--- src/rtl/fifo_master_if.sv ---
// fifo_master_if -- bundles the upstream write stream, the downstream read
// stream and both sides of the attached FIFO into one interface.
//   master modport : the fifo_master view (drives s_ready, m_*, FIFO controls)
//   slave modport  : the environment view (upstream, downstream and FIFO)
//   WIDTH          : data width of s_data, m_data, data_in and data_out
interface fifo_master_if #(
    parameter int unsigned WIDTH = 16
);
    logic [WIDTH-1:0] s_data;
    logic             s_valid;
    logic             s_ready;
    logic [WIDTH-1:0] m_data;
    logic             m_valid;
    logic             m_ready;
    logic             fifo_rst_n;
    logic [WIDTH-1:0] data_in;
    logic             wr_en;
    logic             rd_en;
    logic [WIDTH-1:0] data_out;
    logic             wr_ack;
    logic             overflow;
    logic             full;
    logic             empty;
    logic             almostfull;
    logic             almostempty;
    logic             underflow;

    modport master (
        input  s_data, s_valid, m_ready,
        input  data_out, wr_ack, overflow, full, empty,
        input  almostfull, almostempty, underflow,
        output s_ready, m_data, m_valid,
        output fifo_rst_n, data_in, wr_en, rd_en
    );

    modport slave (
        output s_data, s_valid, m_ready,
        output data_out, wr_ack, overflow, full, empty,
        output almostfull, almostempty, underflow,
        input  s_ready, m_data, m_valid,
        input  fifo_rst_n, data_in, wr_en, rd_en
    );
endinterface

--- src/rtl/fifo_master.sv ---
// fifo_master -- drives an external synchronous FIFO (1-cycle read latency):
// forwards an upstream valid/ready stream into the FIFO and drains the FIFO
// into a 2-entry holding buffer that presents a downstream valid/ready stream.
//   clk, rst        : rising-edge clock, synchronous active-high reset
//   bus (master)    : s_* upstream, m_* downstream, FIFO control and status
//   err_overflow    : sticky, set when the FIFO reports overflow
//   err_underflow   : sticky, set when the FIFO reports underflow
//   wr_cnt, rd_cnt  : accepted-write / delivered-word counters (wrap at 16 bits)
// Build option: define FIFO_MASTER_STATS_EN to implement the counters;
// otherwise they are tied to zero and no counter flops exist.
module fifo_master #(
    parameter int unsigned FIFO_WIDTH = 16,
    parameter int unsigned FIFO_DEPTH = 8
) (
    input  logic         clk,
    input  logic         rst,
    fifo_master_if.master bus,
    output logic         err_overflow,
    output logic         err_underflow,
    output logic [15:0]  wr_cnt,
    output logic [15:0]  rd_cnt
);

    typedef enum logic [1:0] {
        IDLE, // nothing buffered, no read in flight
        FILL, // read in flight or buffer partly filled
        HOLD  // buffer full, reads paused until a pop
    } state_t;

    state_t                state, state_nxt;
    logic [1:0]            occ, occ_nxt;
    logic                  rd_pend;
    logic [FIFO_WIDTH-1:0] slot0, slot1;          // slot0 is the oldest word
    logic [FIFO_WIDTH-1:0] slot0_nxt, slot1_nxt;
    logic                  pop;
    logic                  rd_en;

    // Write side is purely combinational.
    assign bus.fifo_rst_n = ~rst;
    assign bus.s_ready    = !bus.full && !rst;
    assign bus.wr_en      = bus.s_valid && bus.s_ready;
    assign bus.data_in    = bus.s_data;

    assign bus.m_valid = (occ != 2'd0);
    assign bus.m_data  = slot0;
    assign pop         = bus.m_valid && bus.m_ready;

    // Issue a read only if the word will have a slot when it lands one cycle
    // later: occupancy + in-flight - pop must stay below 2.
    assign rd_en     = !bus.empty && !rst &&
                       (({1'b0, occ} + {2'b00, rd_pend}) < (3'd2 + {2'b00, pop}));
    assign bus.rd_en = rd_en;

    always_comb begin
        occ_nxt   = occ;
        slot0_nxt = slot0;
        slot1_nxt = slot1;
        state_nxt = state;
        // rd_pend means data_out carries a word this cycle.
        case ({rd_pend, pop})
            2'b01: begin
                slot0_nxt = slot1;
                occ_nxt   = occ - 2'd1;
            end
            2'b10: begin
                if (occ == 2'd0) slot0_nxt = bus.data_out;
                else             slot1_nxt = bus.data_out;
                occ_nxt = occ + 2'd1;
            end
            2'b11: begin
                // Capture and pop together: shift and refill, occupancy unchanged.
                if (occ == 2'd1) begin
                    slot0_nxt = bus.data_out;
                end else begin
                    slot0_nxt = slot1;
                    slot1_nxt = bus.data_out;
                end
            end
            default: ;
        endcase
        if (occ_nxt == 2'd2)                state_nxt = HOLD;
        else if (occ_nxt == 2'd0 && !rd_en) state_nxt = IDLE;
        else                                state_nxt = FILL;
    end

    always_ff @(posedge clk) begin
        if (rst) begin
            state <= IDLE;
        end else begin
            state <= state_nxt;
        end
    end

    always_ff @(posedge clk) begin
        if (rst) begin
            // Clearing rd_pend drops any word still in flight from before reset.
            occ           <= 2'd0;
            rd_pend       <= 1'b0;
            slot0         <= '0;
            slot1         <= '0;
            err_overflow  <= 1'b0;
            err_underflow <= 1'b0;
        end else begin
            occ           <= occ_nxt;
            rd_pend       <= rd_en;
            slot0         <= slot0_nxt;
            slot1         <= slot1_nxt;
            err_overflow  <= err_overflow | bus.overflow;
            err_underflow <= err_underflow | bus.underflow;
        end
    end

`ifdef FIFO_MASTER_STATS_EN
    always_ff @(posedge clk) begin
        if (rst) begin
            wr_cnt <= '0;
            rd_cnt <= '0;
        end else begin
            if (bus.wr_ack) wr_cnt <= wr_cnt + 16'd1;
            if (pop)        rd_cnt <= rd_cnt + 16'd1;
        end
    end
`else
    assign wr_cnt = '0;
    assign rd_cnt = '0;
`endif

    // Consistency checks on the read path and on the attached FIFO.
    a_no_wr_full: assert property (@(posedge clk) !(bus.wr_en && bus.full));
    a_no_rd_empty: assert property (@(posedge clk) !(bus.rd_en && bus.empty));
    a_occ_range: assert property (@(posedge clk) occ <= 2'd2);
    a_idle_state: assert property (@(posedge clk) disable iff (rst)
        (state == IDLE) |-> (occ == 2'd0 && !rd_pend));
    a_hold_state: assert property (@(posedge clk) disable iff (rst)
        (state == HOLD) |-> (occ == 2'd2 && !rd_pend));
    a_out_stable: assert property (@(posedge clk) disable iff (rst)
        (bus.m_valid && !bus.m_ready) |=> (bus.m_valid && $stable(bus.m_data)));
    a_ack_follows_wr: assert property (@(posedge clk) disable iff (rst)
        bus.wr_ack |-> $past(bus.wr_en));
    a_full_flags: assert property (@(posedge clk) disable iff (rst)
        (FIFO_DEPTH > 2 && bus.full) |-> !bus.almostempty);
    a_empty_flags: assert property (@(posedge clk) disable iff (rst)
        (FIFO_DEPTH > 1 && bus.empty) |-> !bus.almostfull);

endmodule

--- src/flat_wrapper.sv ---
// flat-port wrapper written by rule: the top's interface ports become plain ports
module fifo_master_flat 
#(
    parameter int unsigned FIFO_WIDTH = 16,
    parameter int unsigned FIFO_DEPTH = 8
)
  (clk, rst, err_overflow, err_underflow, wr_cnt, rd_cnt, bus_s_data, bus_s_valid, bus_m_ready, bus_data_out, bus_wr_ack, bus_overflow, bus_full, bus_empty, bus_almostfull, bus_almostempty, bus_underflow, bus_s_ready, bus_m_data, bus_m_valid, bus_fifo_rst_n, bus_data_in, bus_wr_en, bus_rd_en);
  fifo_master_if #(.WIDTH((16))) bus_i ();
  input  logic clk;
  input  logic rst;
  output logic err_overflow;
  output logic err_underflow;
  output logic [15:0] wr_cnt;
  output logic [15:0] rd_cnt;
  input wire logic [$bits(bus_i.s_data)-1:0] bus_s_data;
  input wire logic [$bits(bus_i.s_valid)-1:0] bus_s_valid;
  input wire logic [$bits(bus_i.m_ready)-1:0] bus_m_ready;
  input wire logic [$bits(bus_i.data_out)-1:0] bus_data_out;
  input wire logic [$bits(bus_i.wr_ack)-1:0] bus_wr_ack;
  input wire logic [$bits(bus_i.overflow)-1:0] bus_overflow;
  input wire logic [$bits(bus_i.full)-1:0] bus_full;
  input wire logic [$bits(bus_i.empty)-1:0] bus_empty;
  input wire logic [$bits(bus_i.almostfull)-1:0] bus_almostfull;
  input wire logic [$bits(bus_i.almostempty)-1:0] bus_almostempty;
  input wire logic [$bits(bus_i.underflow)-1:0] bus_underflow;
  output wire logic [$bits(bus_i.s_ready)-1:0] bus_s_ready;
  output wire logic [$bits(bus_i.m_data)-1:0] bus_m_data;
  output wire logic [$bits(bus_i.m_valid)-1:0] bus_m_valid;
  output wire logic [$bits(bus_i.fifo_rst_n)-1:0] bus_fifo_rst_n;
  output wire logic [$bits(bus_i.data_in)-1:0] bus_data_in;
  output wire logic [$bits(bus_i.wr_en)-1:0] bus_wr_en;
  output wire logic [$bits(bus_i.rd_en)-1:0] bus_rd_en;
  assign bus_i.s_data = bus_s_data;
  assign bus_i.s_valid = bus_s_valid;
  assign bus_i.m_ready = bus_m_ready;
  assign bus_i.data_out = bus_data_out;
  assign bus_i.wr_ack = bus_wr_ack;
  assign bus_i.overflow = bus_overflow;
  assign bus_i.full = bus_full;
  assign bus_i.empty = bus_empty;
  assign bus_i.almostfull = bus_almostfull;
  assign bus_i.almostempty = bus_almostempty;
  assign bus_i.underflow = bus_underflow;
  assign bus_s_ready = bus_i.s_ready;
  assign bus_m_data = bus_i.m_data;
  assign bus_m_valid = bus_i.m_valid;
  assign bus_fifo_rst_n = bus_i.fifo_rst_n;
  assign bus_data_in = bus_i.data_in;
  assign bus_wr_en = bus_i.wr_en;
  assign bus_rd_en = bus_i.rd_en;
  fifo_master #(.FIFO_WIDTH(FIFO_WIDTH), .FIFO_DEPTH(FIFO_DEPTH)) u_core (.clk(clk), .rst(rst), .bus(bus_i), .err_overflow(err_overflow), .err_underflow(err_underflow), .wr_cnt(wr_cnt), .rd_cnt(rd_cnt));
endmodule
--- config.mk ---
export PLATFORM = sky130hd
export DESIGN_NAME = fifo_master_flat
export DESIGN_NICKNAME = d
export VERILOG_FILES = /design/src/rtl/fifo_master_if.sv /design/src/rtl/fifo_master.sv /design/src/flat_wrapper.sv
export SDC_FILE = /design/constraint.sdc
export NUM_CORES = 1
export LEC_CHECK = 0
export ABC_AREA = 1
export CAP_MARGIN = 0
export CORE_UTILIZATION = 40
export CTS_CLUSTER_SIZE = 10
export DETAILED_ROUTE_END_ITERATION = 10
export MAX_ROUTING_LAYER = met4
export PLACE_DENSITY = 0.78
export SLEW_MARGIN = 20
export SYNTH_ARGS = -nofsm -noshare
export SYNTH_HDL_FRONTEND = slang
export SYNTH_SLANG_ARGS = --single-unit
--- constraint.sdc ---
create_clock -name clk -period 2.8 [get_ports clk]
set_input_delay 0.56 -clock clk [delete_from_list [all_inputs] [get_ports clk]]
set_output_delay 0.56 -clock clk [all_outputs]
set_load 0.005 [all_outputs]
* Word level (Yosys, flattened, before mapping)
Cells that the tools add are included.
** Operators by class
- Add/subtract/negate cells :: 4
- Order comparisons :: 1
- Eq/ne operators :: 7
- Muxes and demuxes :: 7
- Bitwise logic cells :: 3
- Reduce and logical (&&, ||, !) cells :: 15
** Operator list (count)
- $mux 16 :: 4
- $pmux 16 s3 :: 1
- $pmux 16 s2 :: 1
- $reduce_bool 2->1 :: 3
- $logic_and 1x1->1 :: 5
- $eq 2x1->1 const B :: 2
- $eq 2x2->1 const B :: 2
- $ne 2x2->1 const B :: 2
- $pmux 2 s2 :: 1
- $add 2x1->3 :: 1
- $add 2x1->3 const A :: 1
- $logic_not 1->1 :: 3
- $lt 3x3->1 :: 1
- $reduce_and 3->1 :: 1
- $reduce_bool 3->1 :: 1
- $add 2x1->2 const B :: 1
- $logic_not 2->1 :: 1
- $ne 2x1->1 const B :: 1
- $or 1x1->1 :: 2
- $reduce_and 2->1 :: 1
- $sub 2x1->2 const B :: 1
- $not 1->1 :: 1
** Storage, ports and cells
- Bits in registers :: 37
- Input bits :: 43
- Output and inout bits :: 71
- Word-level logic and storage cells :: 43

* Depth between registers and ports, before layout
Gate-level depths: netlist of the first run.
- Depth in word-level cells :: 5
- Gate-level depth with buffers :: 15
- Depth with buffers taken out :: 12

* Worst setup path after synthesis of the first run
OpenSTA, ideal clock, no wires.
- Path type :: flip-flop to flip-flop
- Start :: register u_core.occ[0]
- End :: register u_core.slot1[15]
- Setup time :: 0.113 ns
- Data arrival time :: 1.905 ns
- Path slack :: 0.783 ns
- Stages on the path, launching flop included :: 13
- Path buffers :: 3
- Cells stage by stage :: dfxtp_1 inv_1 ha_1 inv_2 nand2_2 buf_6 buf_6 ha_1 nand2_2 buf_1 nand4_1 nand2_1 nor2_1
** On the way
- Word-level cells in the longest chain between the ends :: 5
- Elaborated cells on any way between the ends :: 11
- Classes of those cells :: eq/ne (5); mux (1); reduce/logical (5)
** Ends and longest elaborated chain
- start: declaration :: line fifo_master.sv:31 : logic [1:0] occ, occ_nxt;
- start signal: assignment :: line fifo_master.sv:104 : occ <= occ_nxt;
- $reduce_bool 2->1 (*) :: line fifo_master.sv:44 : assign bus.m_valid = (occ != 2'd0);
- named net bus_m_valid :: line flat_wrapper.sv:28 : output wire logic [$bits(bus_i.m_valid)-1:0] bus_m_valid;
- $logic_and 1x1->1 (*) :: line fifo_master.sv:46 : assign pop = bus.m_valid && bus.m_ready;
- $eq 2x2->1 :: line fifo_master.sv:60 : case ({rd_pend, pop})
- $ne 2x2->1 (no line) / $reduce_bool 2->1 (equally long branches)
- $reduce_and 3->1 (no line)
- end signal: assignment :: line fifo_master.sv:107 : slot1 <= slot1_nxt;
- end: declaration :: line fifo_master.sv:33 : logic [FIFO_WIDTH-1:0] slot0, slot1;
The timed path passes the listed nets; every way through them passes the cells marked *.
A chain may end at the register's enable or synchronous reset.

* Worst setup path in the final report of the first run
- Start :: register u_core.occ[0]
- End :: output port bus_rd_en
** On the way
- Word-level cells in the longest chain between the ends :: 5
- Elaborated cells on any way between the ends :: 6
- Classes of those cells :: add/sub (2); order compare (1); reduce/logical (3)
** Ends and longest elaborated chain
- $reduce_bool 2->1 :: line fifo_master.sv:44
- $logic_and 1x1->1 :: line fifo_master.sv:46
- $add 2x1->3 :: line fifo_master.sv:51 : (({1'b0, occ} + {2'b00, rd_pend}) < (3'd2 + {2'b00, pop}));
- $lt 3x3->1 (*) :: line fifo_master.sv:51
- $logic_and 1x1->1 (*) :: line fifo_master.sv:50 : assign rd_en = !bus.empty && !rst &&
- end: declaration :: line flat_wrapper.sv:32 : output wire logic [$bits(bus_i.rd_en)-1:0] bus_rd_en;
Mark *: on every way between the ends. The rest lies on a longest branch, timed or not.

==> flow_metrics.env, run 1 <==
export IMPL_outcome="finished clean"
export IMPL_htreeDepth=2
export IMPL_vias_per_cell=4.48
export IMPL_hold_buffers=0
export IMPL_area_delta_synth_final_pct=15.0
export IMPL_grt_pass1_wl_um=8360
export IMPL_cts_resized=0
export IMPL_finalHoldViolCount=0
export IMPL_clock_skew_ns=0.00729
export IMPL_clock_sinks=37
export IMPL_hold_class="flip-flop to flip-flop"
export IMPL_synth_xor_area_frac=0.00360
export IMPL_vias=2129
export IMPL_hold_ws_ns=0.467
export IMPL_cts_root_buf="clkbuf_8"
export IMPL_finalCritPeriodShare=0.913
export IMPL_die_area_mm2=0.00640
export IMPL_max_clock_freq_ghz=0.391
export IMPL_dp_slack_ns=0.252
export IMPL_fin_ws_ns=0.245
export IMPL_yosysWarnings=0
export IMPL_yosys_area_share_adder=0.0411
export IMPL_die_h_um=80
export IMPL_syn_avg_cell_area_um2=6.56
export IMPL_grt_overflow=0
export IMPL_synth_area_mux_share=0
export IMPL_power_density_mw_per_mm2=868
export IMPL_finalCriticalPeriod_ns=2.56
export IMPL_clock_path_buffers=2
export IMPL_drc=0
export IMPL_synth_compound_area_frac=0.00823
export IMPL_rows=28
export IMPL_io_buffer_count=46
export IMPL_worstMarginPinSlew_ns=0.558
export IMPL_drv_slew=0
export IMPL_rsz0062_at_grt="false"
export IMPL_p_leak_uw=0.00153
export IMPL_synth_top_family_by_area="simple AND/OR/NAND/NOR gates"
export IMPL_dieWidth_um=80
export IMPL_cts_buffers=5
export IMPL_diodes=0
export IMPL_slew_headroom=0.627
export IMPL_ys_seq_area_frac=0.304
export IMPL_cts_tree="done"
export IMPL_drt_iter0_drc=103
export IMPL_start_util=0.413
export IMPL_synth_cells=371
export IMPL_grt_util_all_layers=0.172
export IMPL_synth_cell_types=24
export IMPL_crit_required_ns=2.24
export IMPL_cts_reportedPaths_clkPinSlew_ns=0.07
export IMPL_post_cts_buffers=0
export IMPL_firstDrtPassIters=4
export IMPL_yosys_area_share_simple=0.343
export IMPL_synth_area_mm2=0.00243
export IMPL_synth_seq_cells=37
export IMPL_fin_area_mm2=0.00280
export IMPL_maxCapViolations=0
export IMPL_setup_viol=0
export IMPL_tns_ns=0
export IMPL_cp_arrival_ns=2.00
export IMPL_hpwlAfterDp_um=3570
export IMPL_pin_count=114
export IMPL_peakVddDrop_mv=0.297
export IMPL_nets=450
export IMPL_path_max_fanout=6
export IMPL_grt_max_degree=33
export IMPL_placed_cell_area_mm2=0.00270
export IMPL_criticalPathCategory="flip-flop to output port"
export IMPL_clock_latency_ns=0.29
export IMPL_drive_gt1_frac=0.0650
export IMPL_drt_wl_total_um=5030
export IMPL_ant_nets=0
export IMPL_worstSetupEndpointType="output port"
export IMPL_gp_congestion=0.800
export IMPL_grt_pass1_vias=1958
export IMPL_core_area_mm2=0.00589
export IMPL_wl_per_cell_um=10.6
export IMPL_critPathLaunchType="flip-flop"
export IMPL_antenna_found_initial=0
-- sequential cells by signal (all words and copies together), names as in the netlist --
name / cells
u_core.err_overflow: 1
u_core.err_underflow: 1
u_core.bus.m_data: 16
u_core.occ: 2
u_core.rd_pend: 1
u_core.slot1: 16
-- path summary, 6_finish.rpt --
kind                             start  slack [ns]              endpoint  cells past startpoint
setup / recovery         u_core.occ[0]        0.24             bus_rd_en                      7
hold / removal    u_core.err_underflow        0.47  u_core.err_underflow                      2
setup reg to reg         u_core.occ[0]        0.47  u_core.bus.m_data[8]                     13
hold reg to reg   u_core.err_underflow        0.47  u_core.err_underflow                      2
-- layout make-up --
| cell class | count | area [um^2] |
|---|---|---|
| Sequential cell | 37 | 741 |
| Fill cell | 611 | 3090 |
| Tap cell | 75 | 93.8 |
| Clock buffer | 7 | 96.3 |
| Clock inverter | 1 | 5.00 |
| Inverter | 73 | 274 |
| Multi-Input combinational cell | 230 | 1080 |
| Timing Repair Buffer | 52 | 505 |
-- Yosys cell counts (all sizes together) --
library cell / instances / area share
a21oi: 2 / 0.0041
and2: 2 / 0.0051
buf: 61 / 0.18
clkbuf: 1 / 0.0015
conb: 1 / 0.0015
dfxtp: 37 / 0.30
ha: 8 / 0.041
inv: 73 / 0.11
nand2: 78 / 0.13
nand3: 48 / 0.099
nand4: 16 / 0.041
nor2: 39 / 0.063
nor3: 1 / 0.0021
nor3b: 1 / 0.0031
o21ai: 2 / 0.0041
xnor2: 1 / 0.0036
-- report_power, final --
part           switching [uW]  internal (uW)  total [uW]
Clock                     189            222         411
Combinational             646            558        1200
Sequential                100            714         815
Total                     935           1490        2430
-- through the flow --
| step | instances | total power [uW] | utilization |
|---|---|---|---|
| global placement | 467 | 2000 | 0.458 |
| finish | 475 | 2430 | 0.476 |
| floorplan | 402 | 1670 | - |
| detailed placement | 467 | 2030 | 0.458 |
| global route | 475 | 2660 | 0.476 |
| CTS | 475 | 2450 | 0.476 |
-- worst max-delay path: stages, from the launching register on --
cell             delay (ns)
dfxtp_1                0.43
inv_1                  0.07
ha_1                   0.25
inv_2                  0.09
nand2_2                0.10
o21ai_1                0.14
and2_1                 0.14
clkdlybuf4s50_1        0.49
-- per-layer routing --
layer	vias to the layer above	global-route usage	part of all wire	wire length [um]
li1	1097	-	-	-
met3	13	0.0411	0.064	320
met1	942	0.197	0.44	2210
met5	-	-	0	0
met4	0	0.0696	0.019	97
met2	77	0.288	0.48	2400
-- layout by cell type (no fill, tap or decap), types with 2 or more instances in the layout --
cell type,count
a21oi_1,2
and2_1,2
buf_4,6
clkbuf_8,7
clkdlybuf4s50_1,46
conb_1,32
dfxtp_1,37
ha_1,8
inv_1,69
inv_2,4
nand2_1,71
nand2_2,6
nand3_1,48
nand4_1,16
nor2_1,38
-- kinds of logic after synthesis --
kind of cell,Yosys count
AOI/OAI and AO/OA,4
other,1
buffers and inverters,135
adders and majority gates,8
xor gates and xnor gates,1
DFF,37
and+or+nand+nor,185
Note: power is estimated with default switching activity, not from simulation.
==> run 2, diff against run 1 <==
--- a/config.mk
+++ b/config.mk
@@ -6,7 +6,7 @@
 export NUM_CORES = 1
 export LEC_CHECK = 0
 export ABC_AREA = 1
-export CAP_MARGIN = 0
+export CAP_MARGIN = 20
 export CORE_UTILIZATION = 40
 export CTS_CLUSTER_SIZE = 10
 export DETAILED_ROUTE_END_ITERATION = 10
==> results of run 2 <==
No change in the layout: final DEF, timing and power equal those of run 1.
